**src/rtl/ibus_axi_rd_bridge.sv**
```systemverilog
// Purpose: responder for the fetch-stage ibus; each request becomes one AXI4 INCR read burst of 1 or 2 beats.
// Latency: AR valid the cycle after accept; data_ok the cycle after the completing R beat is accepted.
// Backpressure: addr_ok withheld while AR is pending or OUTSTANDING requests are in flight; rready drops while a finished response waits.
//
// Ports:
//   clk, reset                   clock, asynchronous active-high reset
//   ibus_req/addr -> addr_ok     fetch request and same-cycle accept
//   ibus_data_ok/data/index/err  one-cycle response pulse, in request order
//   ar*                          AXI read address channel (arid/arsize/arburst constant)
//   r*                           AXI read data channel
module ibus_axi_rd_bridge #(
  parameter int unsigned OUTSTANDING = 2,
  parameter logic [3:0]  AXI_ID      = 4'd0
) (
  input  logic        clk,
  input  logic        reset,
  input  logic        ibus_req,
  input  logic [31:0] ibus_addr,
  output logic        ibus_addr_ok,
  output logic        ibus_data_ok,
  output logic [63:0] ibus_data,
  output logic        ibus_index,
  output logic        ibus_err,
  output logic [3:0]  arid,
  output logic [31:0] araddr,
  output logic [7:0]  arlen,
  output logic [2:0]  arsize,
  output logic [1:0]  arburst,
  output logic        arvalid,
  input  logic        arready,
  input  logic [31:0] rdata,
  input  logic [1:0]  rresp,
  input  logic        rlast,
  input  logic        rvalid,
  output logic        rready
);

  localparam int unsigned   PW       = (OUTSTANDING > 1) ? $clog2(OUTSTANDING) : 1;
  localparam logic [PW-1:0] PTR_LAST = PW'(OUTSTANDING - 1);

  // In-flight bookkeeping; FIFO occupancy always equals count.
  logic [2:0]             count;
  logic [PW-1:0]          wr_ptr;
  logic [PW-1:0]          rd_ptr;
  logic [OUTSTANDING-1:0] idx_mem;

  // Beat assembly for the head entry.
  logic        beat_cnt;
  logic        err_q;
  logic [31:0] lo_q;

  logic        accept;
  logic        beat_fire;
  logic        head_idx;
  logic        rresp_bad;
  logic        complete;
  logic [63:0] cmpl_data;
  logic        cmpl_err;
  logic        unused_addr_bits;

  function automatic logic [PW-1:0] ptr_inc(input logic [PW-1:0] p);
    return (p == PTR_LAST) ? '0 : p + 1'b1;
  endfunction

  assign arid    = AXI_ID;
  assign arsize  = 3'b010;
  assign arburst = 2'b01;

  assign unused_addr_bits = ^ibus_addr[1:0];

  // arvalid is the registered copy, so an AR handshake this cycle still refuses a new request.
  assign accept       = ibus_req & ~arvalid & (count < 3'(OUTSTANDING));
  assign ibus_addr_ok = accept;

  // A completed head waits one cycle for data_ok; no beat may be taken for it meanwhile.
  assign rready    = (count != 3'd0) & ~ibus_data_ok;
  assign beat_fire = rvalid & rready;
  assign head_idx  = idx_mem[rd_ptr];
  assign rresp_bad = (rresp != 2'b00);

  always_comb begin
    complete  = 1'b0;
    cmpl_data = {32'h0, rdata};
    cmpl_err  = err_q | rresp_bad;
    if (beat_fire) begin
      if (head_idx) begin
        // single-instruction fetch: first beat always finishes it, rlast must be set
        complete = 1'b1;
        cmpl_err = err_q | rresp_bad | ~rlast;
      end else if (!beat_cnt) begin
        // early rlast truncates a pair fetch: finish now with the high word zeroed
        if (rlast) begin
          complete = 1'b1;
          cmpl_err = 1'b1;
        end
      end else begin
        complete  = 1'b1;
        cmpl_data = {rdata, lo_q};
        cmpl_err  = err_q | rresp_bad | ~rlast;
      end
    end
  end

  // AR channel: payload held stable until the handshake.
  always_ff @(posedge clk or posedge reset) begin
    if (reset) begin
      arvalid <= 1'b0;
      araddr  <= 32'h0;
      arlen   <= 8'h0;
    end else if (accept) begin
      arvalid <= 1'b1;
      araddr  <= ibus_addr[2] ? {ibus_addr[31:2], 2'b00} : {ibus_addr[31:3], 3'b000};
      arlen   <= {7'd0, ~ibus_addr[2]};
    end else if (arready) begin
      arvalid <= 1'b0;
    end
  end

  // Pending FIFO of index bits plus in-flight count.
  always_ff @(posedge clk or posedge reset) begin
    if (reset) begin
      count   <= 3'd0;
      wr_ptr  <= '0;
      rd_ptr  <= '0;
      idx_mem <= '0;
    end else begin
      if (accept) begin
        idx_mem[wr_ptr] <= ibus_addr[2];
        wr_ptr          <= ptr_inc(wr_ptr);
      end
      if (ibus_data_ok) begin
        rd_ptr <= ptr_inc(rd_ptr);
      end
      case ({accept, ibus_data_ok})
        2'b10:   count <= count + 3'd1;
        2'b01:   count <= count - 3'd1;
        default: count <= count;
      endcase
    end
  end

  // Beat collection; counter and sticky error clear when the response leaves.
  always_ff @(posedge clk or posedge reset) begin
    if (reset) begin
      beat_cnt <= 1'b0;
      err_q    <= 1'b0;
      lo_q     <= 32'h0;
    end else if (ibus_data_ok) begin
      beat_cnt <= 1'b0;
      err_q    <= 1'b0;
    end else if (beat_fire && !complete) begin
      beat_cnt <= 1'b1;
      lo_q     <= rdata;
      err_q    <= err_q | rresp_bad;
    end
  end

  // Response registers: loaded on the completing beat, held otherwise.
  always_ff @(posedge clk or posedge reset) begin
    if (reset) begin
      ibus_data_ok <= 1'b0;
      ibus_data    <= 64'h0;
      ibus_index   <= 1'b0;
      ibus_err     <= 1'b0;
    end else begin
      ibus_data_ok <= complete;
      if (complete) begin
        ibus_data  <= cmpl_data;
        ibus_index <= head_idx;
        ibus_err   <= cmpl_err;
      end
    end
  end

endmodule

```
**config.mk**
```make
export PLATFORM = sky130hd
export DESIGN_NAME = ibus_axi_rd_bridge
export DESIGN_NICKNAME = d
export VERILOG_FILES = /design/src/rtl/ibus_axi_rd_bridge.sv
export SDC_FILE = /design/constraint.sdc
export NUM_CORES = 1
export LEC_CHECK = 0
export CAP_MARGIN = 5
export CORE_MARGIN = 2
export CORE_UTILIZATION = 35
export DETAILED_ROUTE_END_ITERATION = 6
export SLEW_MARGIN = 20
export SYNTH_ARGS = -nofsm -noshare
export SYNTH_HDL_FRONTEND = slang
export SYNTH_SLANG_ARGS = --single-unit
```
**constraint.sdc**
```tcl
create_clock -name clk -period 4.6 [get_ports clk]
set_clock_uncertainty 0.15 [all_clocks]
set_input_delay 0.92 -clock clk [delete_from_list [all_inputs] [get_ports clk]]
set_output_delay 0.92 -clock clk [all_outputs]
set_load 0.005 [all_outputs]
```
==> results.py, run 1 <==
metrics = {
    "run_status": {
        "status": "finished clean",
    },
    "cts": {
        "clock_path_buffers": 2,
        "cts_max_level": 4,
        "clk_pin_slew_worst_paths_ns": 0.06,
        "clockRootBuffer": "clkbuf_16",
        "cts_resized": 0,
        "cts_tree": "done",
        "cts_setup_buffers": 0,
        "cts_inserted_buffers": 17,
        "hold_buffers": 0,
        "clock_latency_ns": 0.41,
        "cts_sinks": 140,
    },
    "logic_synthesis": {
        "synth_cell_type_count": 35,
        "ys_ff_latch": 140,
        "synth-async-reset-ratio_pct": 100.0,
        "avgSynthCellArea_um2": 11.28,
        "synth-main-ff-cell": "dfrtp_1",
        "yosysWarnings": 0,
        "synth.top_cells.by_count": "dfrtp_1 (140), nand2_1 (125), mux2_2 (46)",
        "synth_area_leaders": "dfrtp_1 (55%), mux2_2 (8.2%), nand2_1 (7.4%), o32a_1 (5.0%), mux2_4 (5.0%)",
        "yosys.area.top_type": "dfrtp_1",
        "synth_most_common_cell": "dfrtp_1",
        "synth_edf_count": 0,
        "ys_seq_area_share_pct": 55.15,
        "synth_top_area_share_pct": 55.15,
        "synthesis.instances": 563,
        "syn_area_um2": 6352,
    },
    "worst_setup_path": {
        "critPathLaunchType": "input pin",
        "end_kind": "primary output",
        "cp.required_ns": 3.53,
        "crit_buf_inv": 3,
        "cp_top_family": "buffers and inverters",
        "critPathMaxFanout": 2,
        "worst_path_max_delay_cell": "clkdlybuf4s50_1",
        "crit_chain": "clkdlybuf4s50_1 -> or4b_1 -> inv_2 -> clkdlybuf4s50_1",
        "critPathKind": "input pin to primary output",
        "r2r.worst_path.cells": 4,
        "max_stage_delay_ns": 0.53,
        "cp.arrival_ns": 2.45,
        "path_depth": 4,
        "cp_common_cell": "clkdlybuf4s50_1",
    },
    "placement": {
        "place_hpwl_um": 10240,
        "gp_congestion": 0.7376,
        "io_buffers": 170,
        "place_ws_ns": 1.085,
    },
    "grt": {
        "antenna_found_initial": 0,
        "grt_pass1_wl_um": 27700,
        "grt_pass1_vias": 5274,
        "grt_max_degree": 99,
        "grt_overflow_total": 0,
        "track_usage_pct": 17.69,
    },
    "timing": {
        "setup_slack_ns": 1.081,
        "rsz0062_at_grt": "false",
        "drv_slew": 0,
        "tightest_slew_ns": 0.9297,
        "period_share_pct": 76.49,
        "setup-violations-final": 0,
        "max_freq_ghz": 0.2842,
        "finalSetupTns_ns": 0,
        "hold_viol": 0,
        "period_needed_ns": 3.519,
        "slew_headroom_pct": 38.02,
    },
    "finish": {
        "layout.nets": 792,
        "drive_gt1_share_pct": 15.87,
        "synthToLayoutAreaGrowth_pct": 38.47,
        "antenna-diode-count": 0,
    },
    "detailed_routing": {
        "via_per_inst": 5.025,
        "post_drt_wl_per_cell_um": 17.06,
        "wirelength_um": 16380,
        "antenna_left": 0,
        "drt_pass1_iterations": 4,
        "drc": 0,
        "drtIter0Drc": 247,
        "dr_total_vias": 4824,
    },
    "pwr": {
        "powerDensity_nw_per_um2": 715.3,
        "ir_drop_uv": 373.7,
        "p_leak_uw": 0.003939,
    },
    "die": {
        "start_util_pct": 35.48,
        "die_h_um": 138.7,
        "io_pins": 191,
        "rows": 49,
        "core_region_area_um2": 17900,
        "dieWidth_um": 138.7,
        "dieArea_um2": 19240,
    },
    "job": {
        "drv_cap": 0,
    },
    "hold_path": {
        "hold_depth": 2,
        "hold_class": "register to register",
    },
}
[layer usage]
metal / part of all wire [%] / vias to the layer above / track usage [%]
li1: - / 2226 / -
met1: 44 / 2448 / 22.34
met2: 49 / 137 / 29.29
met3: 6.3 / 13 / 5.559
met4: 1.1 / 0 / 5.423
met5: 0 / - / 0
[kinds of logic after synthesis]
kind of cell / share of synthesized area, %
muxes: 13.43
other: 0.1182
DFF: 55.15
and+or+nand+nor: 12.02
adders and majority gates: 0.5121
buffers and inverters: 5.870
xor gates and xnor gates: 0.6895
AOI/OAI and AO/OA: 12.21
[cell type report]
cell class,count,area (um^2)
fill,1638,9106
inverter,8,33.78
clock buffer,22,484.2
timing repair buffer,182,1817
tap,229,286.5
sequential,140,3505
clock inverter,10,113.9
multi-input combinational,369,2556
[path summary, 6_finish.rpt]
check,startpoint,endpoint,slack [ns]
worst max-delay path,ibus_req,ibus_addr_ok,1.08
worst min-delay path,araddr[25],araddr[25],0.33
worst max register to register,rd_ptr,lo_q[30],2.12
worst min register to register,araddr[25],araddr[25],0.33
max in group asynchronous,reset,beat_cnt,2.83
min in group asynchronous,reset,araddr[14],0.66
[layout by cell type (no fill, tap or decap), types with 2 or more instances in the layout]
cell	instances
mux2_2	46
inv_1	6
clkinv_4	3
clkdlybuf4s50_1	170
o21ai_0	3
buf_12	2
and3_1	32
xor2_1	3
a21boi_0	32
xnor2_1	2
a21oi_1	33
mux2_4	21
clkinv_2	4
o32a_1	32
nand2b_1	2
nor3_1	2
bufinv_16	2
buf_4	10
dfrtp_1	139
conb_1	18
clkbuf_8	4
nand2_1	125
clkbuf_16	17
clkinvlp_4	2
nor2_1	4
[metrics by stage]
stage / instances / total power (uW) / util, % / hold slack (ns) / area [um^2]
after global placement: 928 / 4892 / 45.79 / 0.3061 / 8198
after floorplan: 579 / 3616 / - / 0.3180 / 6416
after detailed placement: 928 / 4977 / 45.79 / 0.3185 / 8198
after global routing: 960 / 6740 / 49.13 / 0.3467 / 8796
after CTS: 960 / 6391 / 49.13 / 0.3341 / 8796
final: 960 / 6291 / 49.13 / 0.3272 / 8796
[worst register-to-register path, stage by stage (launching register included)]
cell	delay, ns
dfrtp_1	0.46
mux2_4	0.52
nor4_4	0.58
buf_12	0.30
mux2_2	0.37
[state kept, by name, summed over array words and instances (netlist names)]
name and cells:
araddr 30, arlen 1, arvalid 1, beat_cnt 1
count 3, err_q 1, ibus_data 64, ibus_data_ok 1
ibus_err 1, ibus_index 1, idx_mem 2, lo_q 32
rd_ptr 1, wr_ptr 1
[power breakdown]
| group | switching (uW) | internal (uW) |
|---|---|---|
| clock | 515 | 855 |
| combinational | 1190 | 1530 |
| sequential | 357 | 1840 |
Power figures use the tool's default switching activity.
==> run 2: changes to the inputs <==
clock period = 3.5 ns   (was 4.6 ns; I/O delays follow)
==> results.py, run 2 (synthesis results as in run 1) <==
metrics = {
    "placement": {
        "place_hpwl_um": 10330,
        "place_ws_ns": 0.4222,
        "gp_congestion": 0.7275,
        "io_buffers": 170,
    },
    "worst_setup_path": {
        "cp.required_ns": 2.65,
        "cp.arrival_ns": 2.23,
        "end_kind": "primary output",
        "critPathLaunchType": "input pin",
        "critPathKind": "input pin to primary output",
        "critPathMaxFanout": 2,
    },
    "timing": {
        "slew_headroom_pct": 38.29,
        "period_share_pct": 88.13,
        "rsz0062_at_grt": "false",
        "drv_slew": 0,
        "setup_slack_ns": 0.4153,
        "finalSetupTns_ns": 0,
        "max_freq_ghz": 0.3242,
        "hold_viol": 0,
        "tightest_slew_ns": 0.9256,
        "setup-violations-final": 0,
        "period_needed_ns": 3.085,
    },
    "finish": {
        "layout.nets": 793,
        "synthToLayoutAreaGrowth_pct": 38.68,
        "nFillCells": 1618,
        "reg.largest.list": "ibus_data (64), lo_q (32), araddr (30)",
        "top_register": "ibus_data",
        "fin_util_pct": 49.21,
        "antenna-diode-count": 0,
        "layout_commonest_cell": "clkdlybuf4s50_1",
        "drive_gt1_share_pct": 15.71,
        "layout_common_cells": "clkdlybuf4s50_1 (170), dfrtp_1 (139), nand2_1 (125)",
        "largest_reg_flops": 64,
    },
    "die": {
        "rows": 49,
        "die_h_um": 138.7,
        "core_region_area_um2": 17900,
        "io_pins": 191,
        "dieWidth_um": 138.7,
        "start_util_pct": 35.48,
        "dieArea_um2": 19240,
    },
    "cts": {
        "cts_tree": "done",
        "cts_resized": 0,
        "cts_sinks": 140,
        "clock_latency_ns": 0.41,
        "cts_setup_buffers": 0,
        "cts_inserted_buffers": 17,
        "clk_pin_slew_worst_paths_ns": 0.06,
        "clockRootBuffer": "clkbuf_16",
        "clock_path_buffers": 2,
        "hold_buffers": 0,
        "cts_max_level": 4,
    },
    "grt": {
        "grt_max_degree": 99,
        "grt_pass1_wl_um": 27510,
        "grt_pass1_vias": 5216,
        "grt_overflow_total": 0,
        "track_usage_pct": 17.73,
        "antenna_found_initial": 0,
    },
    "pwr": {
        "ir_drop_uv": 424.3,
        "p_leak_uw": 0.003935,
        "powerDensity_nw_per_um2": 946.6,
    },
    "detailed_routing": {
        "drt_pass1_iterations": 5,
        "antenna_left": 0,
        "drc": 0,
        "drtIter0Drc": 252,
        "wirelength_um": 16650,
        "dr_total_vias": 4839,
        "via_per_inst": 5.035,
        "post_drt_wl_per_cell_um": 17.33,
    },
    "job": {
        "drv_cap": 0,
    },
    "hold_path": {
        "hold_class": "register to register",
    },
    "run_status": {
        "status": "finished clean",
    },
}
==> run 2: final timing paths <==
kind	start	to	slack, ns	cells after the start
worst max-delay path	ibus_req	ibus_addr_ok	0.42	4
worst min-delay path	araddr[30]	araddr[30]	0.33	2
worst max register to register	rd_ptr	ibus_data[24]	1.04	4
worst min register to register	araddr[30]	araddr[30]	0.33	2
max in group asynchronous	reset	beat_cnt	1.84	3
min in group asynchronous	reset	araddr[14]	0.47	2
==> run 2: worst max-delay path: stages <==
cell and delay, ns:
clkdlybuf4s50_1 0.45, or4b_1 0.47, inv_2 0.08, clkdlybuf4s50_1 0.53
==> run 2: metal layers <==
| layer | routed length [um] | track usage, % | vias to the layer above | part of all wire, % |
|---|---|---|---|---|
| met2 | 8093 | 29.34 | 146 | 49 |
| met5 | 0 | 0 | - | 0 |
| met4 | 215 | 5.316 | 0 | 1.3 |
| li1 | - | - | 2217 | - |
| met3 | 1098 | 5.387 | 18 | 6.6 |
| met1 | 7242 | 22.59 | 2458 | 43 |
==> run 2: layout make-up <==
cell class	instances	area, um^2	area share [%]
Clock inverter	10	140.1	1.591
Sequential cell	140	3505	39.78
Tap cell	229	286.5	3.252
Timing Repair Buffer	183	1824	20.71
Inverter	8	33.78	0.3835
Multi-Input combinational cell	369	2556	29.02
Clock buffer	22	464.2	5.269
==> run 2: through the flow <==
step	cells	hold WS (ns)	area [um^2]	total power [uW]
after floorplan	579	0.3180	6416	4752
after global placement	929	0.3072	8205	6442
after detailed placement	929	0.3153	8205	6553
after CTS	961	0.3349	8810	8456
after global routing	961	0.3536	8810	8889
final	961	0.3290	8810	8340
==> run 2: power breakdown <==
group	leakage, uW	switching [uW]	internal, uW
clock	0.000286	688	1160
sequential	0.00172	482	2420
combinational	0.00193	1570	2020
total	0.00394	2740	5600
